<file path="src/rtl/dispatch_ctrl.sv">
// dispatch_ctrl: single-entry decode-to-issue buffer with ROB index allocation,
// flush recovery and a saturating stall counter.
module dispatch_ctrl #(
    parameter int ROB_IDX_W = 4
) (
    input  logic                 clk_in,
    input  logic                 rst_in,
    input  logic                 rdy_in,
    input  logic                 dc_valid,
    input  logic                 dc_is_ls,
    output logic                 dc_accept,
    input  logic                 rob_full,
    input  logic                 rs_full,
    input  logic                 lsb_full,
    input  logic                 flush,
    input  logic [ROB_IDX_W-1:0] rob_head_in,
    output logic                 issue_ready,
    output logic                 issue_rs_ready,
    output logic                 issue_lsb_ready,
    output logic [ROB_IDX_W-1:0] issue_rob_index,
    output logic [15:0]          stall_cycles
);
    typedef enum logic [1:0] {EMPTY, HOLD, FLUSH} state_t;
    localparam logic [ROB_IDX_W-1:0] ONE = ROB_IDX_W'(1);

    state_t               state;
    logic                 hold_is_ls;
    logic [ROB_IDX_W-1:0] tail;
    logic                 can_issue;
    logic                 xfer;

    assign can_issue = (state == HOLD) && rdy_in && !flush && !rob_full &&
                       (hold_is_ls ? !lsb_full : !rs_full);
    assign dc_accept = rst_in && rdy_in && !flush && (state == EMPTY || can_issue);
    assign xfer      = dc_valid && dc_accept;

    // Index 0 means "no dependency", so the allocator never produces it.
    always_ff @(posedge clk_in or negedge rst_in) begin
        if (!rst_in) begin
            state           <= EMPTY;
            hold_is_ls      <= 1'b0;
            tail            <= ONE;
            issue_ready     <= 1'b0;
            issue_rs_ready  <= 1'b0;
            issue_lsb_ready <= 1'b0;
            issue_rob_index <= '0;
            stall_cycles    <= '0;
        end else if (flush) begin
            state           <= FLUSH;
            hold_is_ls      <= 1'b0;
            tail            <= (rob_head_in == '0) ? ONE : rob_head_in;
            issue_ready     <= 1'b0;
            issue_rs_ready  <= 1'b0;
            issue_lsb_ready <= 1'b0;
        end else if (!rdy_in) begin
            issue_ready     <= 1'b0;
            issue_rs_ready  <= 1'b0;
            issue_lsb_ready <= 1'b0;
        end else begin
            issue_ready     <= can_issue;
            issue_rs_ready  <= can_issue && !hold_is_ls;
            issue_lsb_ready <= can_issue && hold_is_ls;
            if (can_issue) begin
                issue_rob_index <= tail;
                tail            <= (tail == '1) ? ONE : tail + ONE;
            end
            if (state == HOLD && !can_issue && stall_cycles != 16'hFFFF)
                stall_cycles <= stall_cycles + 16'd1;
            if (xfer) begin
                state      <= HOLD;
                hold_is_ls <= dc_is_ls;
            end else if (state == FLUSH || can_issue) begin
                state      <= EMPTY;
                hold_is_ls <= 1'b0;
            end
        end
    end
endmodule
</file>
<file path="config.mk">
export PLATFORM = sky130hd
export DESIGN_NAME = dispatch_ctrl
export DESIGN_NICKNAME = d
export VERILOG_FILES = /design/src/rtl/dispatch_ctrl.sv
export SDC_FILE = /design/constraint.sdc
export NUM_CORES = 1
export LEC_CHECK = 0
export ABC_AREA = 1
export BUFFER_PORTS_ARGS = -buffer_cell sky130_fd_sc_hd__clkbuf_2
export CAP_MARGIN = 20
export CORE_MARGIN = 5
export CORE_UTILIZATION = 40
export DETAILED_ROUTE_END_ITERATION = 6
export SLEW_MARGIN = 20
export SYNTH_ARGS = -nofsm -noshare
export SYNTH_HDL_FRONTEND = slang
export SYNTH_SLANG_ARGS = --single-unit
</file>
<file path="constraint.sdc">
create_clock -name clk_in -period 2.4 [get_ports clk_in]
set_clock_uncertainty 0.2 [all_clocks]
set_input_delay 0.12 -clock clk_in [delete_from_list [all_inputs] [get_ports clk_in]]
set_output_delay 0.12 -clock clk_in [all_outputs]
set_load 0.005 [all_outputs]
</file>
==> metrics <==
final cycle utilization of the critical path=90.2%; asr flop ratio synth=100%; Power Dens Cells=533 nW/um^2; GPL Wtd Cong=0.786; count of cell types in the netlist=28; Arr. time, crit path=2190 ps; remaining global-route overflow=0; Inst Count DP=296; yosys warns=0; final setup TNS=0 ps; root buf cell=clkbuf_8; Clk Latency, worst-skew pair=280 ps; maximum clock rate=462 MHz; Compound-Gate Fraction of Synth Area=5.65%; Starting Density=42.0%; Post-Syn Instances=211; Die Ht=75.3 um; most used flip-flop cell after synthesis=dfrtp_1; pin count of the biggest net entering global routing=31; multi-input logic area=832 sq um; Synth Area in Adders=1.47%; Port Buf Inserts=36; max-cap viol count=0; drt drc=0; Setup crit end kind=register; Final Net Count=275; DR pass1 iterations=4; multiplexer share of the synthesized area=0%; Via Count=1433; Avg WL per Cell=11.1 um; H-tree depth=2; DIE WIDTH=75.3 um; largest family of logic cells by synthesized area=simple AND/OR/NAND/NOR gates; IO Pins=37; Worst Path Required=2430 ps; Post-synth EDFFs=0; initial antenna violation count=0; Worst-path clk slew=70 ps; area delta synth->final=23.6%; Reg area=752 sq um; Final Setup Violations=0; Filler cells=392; post-synthesis simple-gate area fraction=35.0%; mean post-synth cell area=8.08 sq um; XOR/XNOR share of the synthesized area=6.68%; hpwl dp=2630 um; setup bufs post-CTS=0; GRT Util Overall=13.6%; Post-Layout Cell Count=311; Final Cell Area=2110 sq um; Antenna Cells=0; post-synthesis register bit count=30; placed cell area=1930 sq um; die area=5670 sq um; crit path max fanout=8; register area share after synthesis=44.1%; FF-to-FF setup slack=340 ps; layout cell share with drive strength beyond 1=27.6%; WL final=3460 um; syn_nets=226; unrepaired setup endpoints after global routing=no; first-pass GRT wire length=5810 um; Core Region=4060 sq um; most frequent cells in the layout=nand2_1, clkbuf_2, dfrtp_1; Max IR drop VDD=0.000463 V; mapped cell area=1700 sq um; Post-DRT Antenna Nets=0; leakage=1.10 nW; most common cell after layout, fill and taps aside=nand2_1; row count=23; DR iter-0 viols=32; Worst Hold Class=primary input to register; Vias/cell=4.61; Clock Path Buffers=2; total power=1.12 mW; final max-slew violation count=0; Final Hold Fails=0; CTS tree=yes; worst slew pin tran=412 ps; CTS Buf Count=5; min cycle time layout=2170 ps; status=complete, no violations; Worst setup SP type=primary input; critical path type=primary input to register; vias in the first global route=1348; Slew headroom=72.3%; Sink Count=30
==> state kept, by name (all words and copies together), names as in the netlist <==
| name | flops |
|---|---|
| stall_cycles | 16 |
| issue_rob_index | 4 |
| tail | 4 |
| state | 2 |
| hold_is_ls | 1 |
| issue_lsb_ready | 1 |
| issue_ready | 1 |
| issue_rs_ready | 1 |
==> cell families after synthesis <==
logic type | Yosys count
AND/OR/NAND/NOR | 124
flip-flops | 30
buffers and inverters | 25
AO/OA/AOI/OAI | 17
XOR/XNOR | 13
adder cells (fa/ha/maj) | 2
==> power by group <==
part           switching [mW]  leakage (nW)  internal (mW)
registers              0.0161         0.400          0.527
clock network           0.188        0.0575          0.289
logic                  0.0576         0.641         0.0456
==> layer usage <==
metal / wire length, um / vias up / track usage, %
li1: - / 760 / -
met1: 1590 / 639 / 15.7
met2: 1630 / 28 / 23.5
met3: 170 / 6 / 3.34
met4: 70 / 0 / 6.41
met5: 0 / - / 0
==> synth_stat cells (all sizes together), types with 2 or more instances <==
cell type,n,area share [%]
nand2,84,21
dfrtp,29,43
inv,22,5.0
nor2,16,4.4
o21ai,13,3.8
nand3,10,3.7
xor2,10,5.1
nor3,7,3.0
nand4,3,1.1
or2,3,1.1
xnor2,3,1.5
buf,2,1.8
ha,2,1.5
o211ai,2,0.88
==> path summary, 6_finish.rpt <==
path / start / end / depth (start not counted)
worst min-delay path: rob_head_in[0] / tail[0]$_DFFE_PN1P_ / 5
worst max register to register: hold_is_ls$_DFFE_PN0P_ / hold_is_ls$_DFFE_PN0P_ / 8
max in group asynchronous: rst_in / tail[0]$_DFFE_PN1P_ / 3
min in group asynchronous: rst_in / stall_cycles[5]$_DFFE_PN0P_ / 3
worst max-delay path: flush / hold_is_ls$_DFFE_PN0P_ / 10
worst min register to register: issue_rob_index[2]$_DFFE_PN0P_ / issue_rob_index[2]$_DFFE_PN0P_ / 2
==> worst max-delay path: stages <==
cell	delay [ps]
dlygate4sd3_1	530
clkbuf_2	150
inv_2	120
nand2_1	90
nor2_1	90
nand2_1	180
a21boi_1	210
nand3_1	80
dlygate4sd3_1	560
nand2_1	60
==> through the flow <==
step / hold WS, ps / utilization (%) / worst slack, ps
global placement: 51.9 / 47.5 / 510
detailed placement: 51.7 / 47.5 / 434
CTS: 11.4 / 51.9 / 165
finish: 7.36 / 51.9 / 234
floorplan: -376 / - / 592
global route: 47.1 / 51.9 / 12.5
==> area by class of cell <==
type / instances / share of cell area (%)
clock buffer: 8 / 5.23
tap: 50 / 2.97
sequential: 30 / 35.7
inverter: 22 / 4.04
timing repair buffer: 45 / 12.6
multi-input combinational: 156 / 39.5
==> timing repair <==
action | in CTS | in global routing
hold buffers | 7 | 0
setup endpoints to repair | 0 | 1
hold endpoints to repair | 34 | 0
gates resized for setup | 0 | 1
No activity file was read; power rests on OpenSTA's default activity.
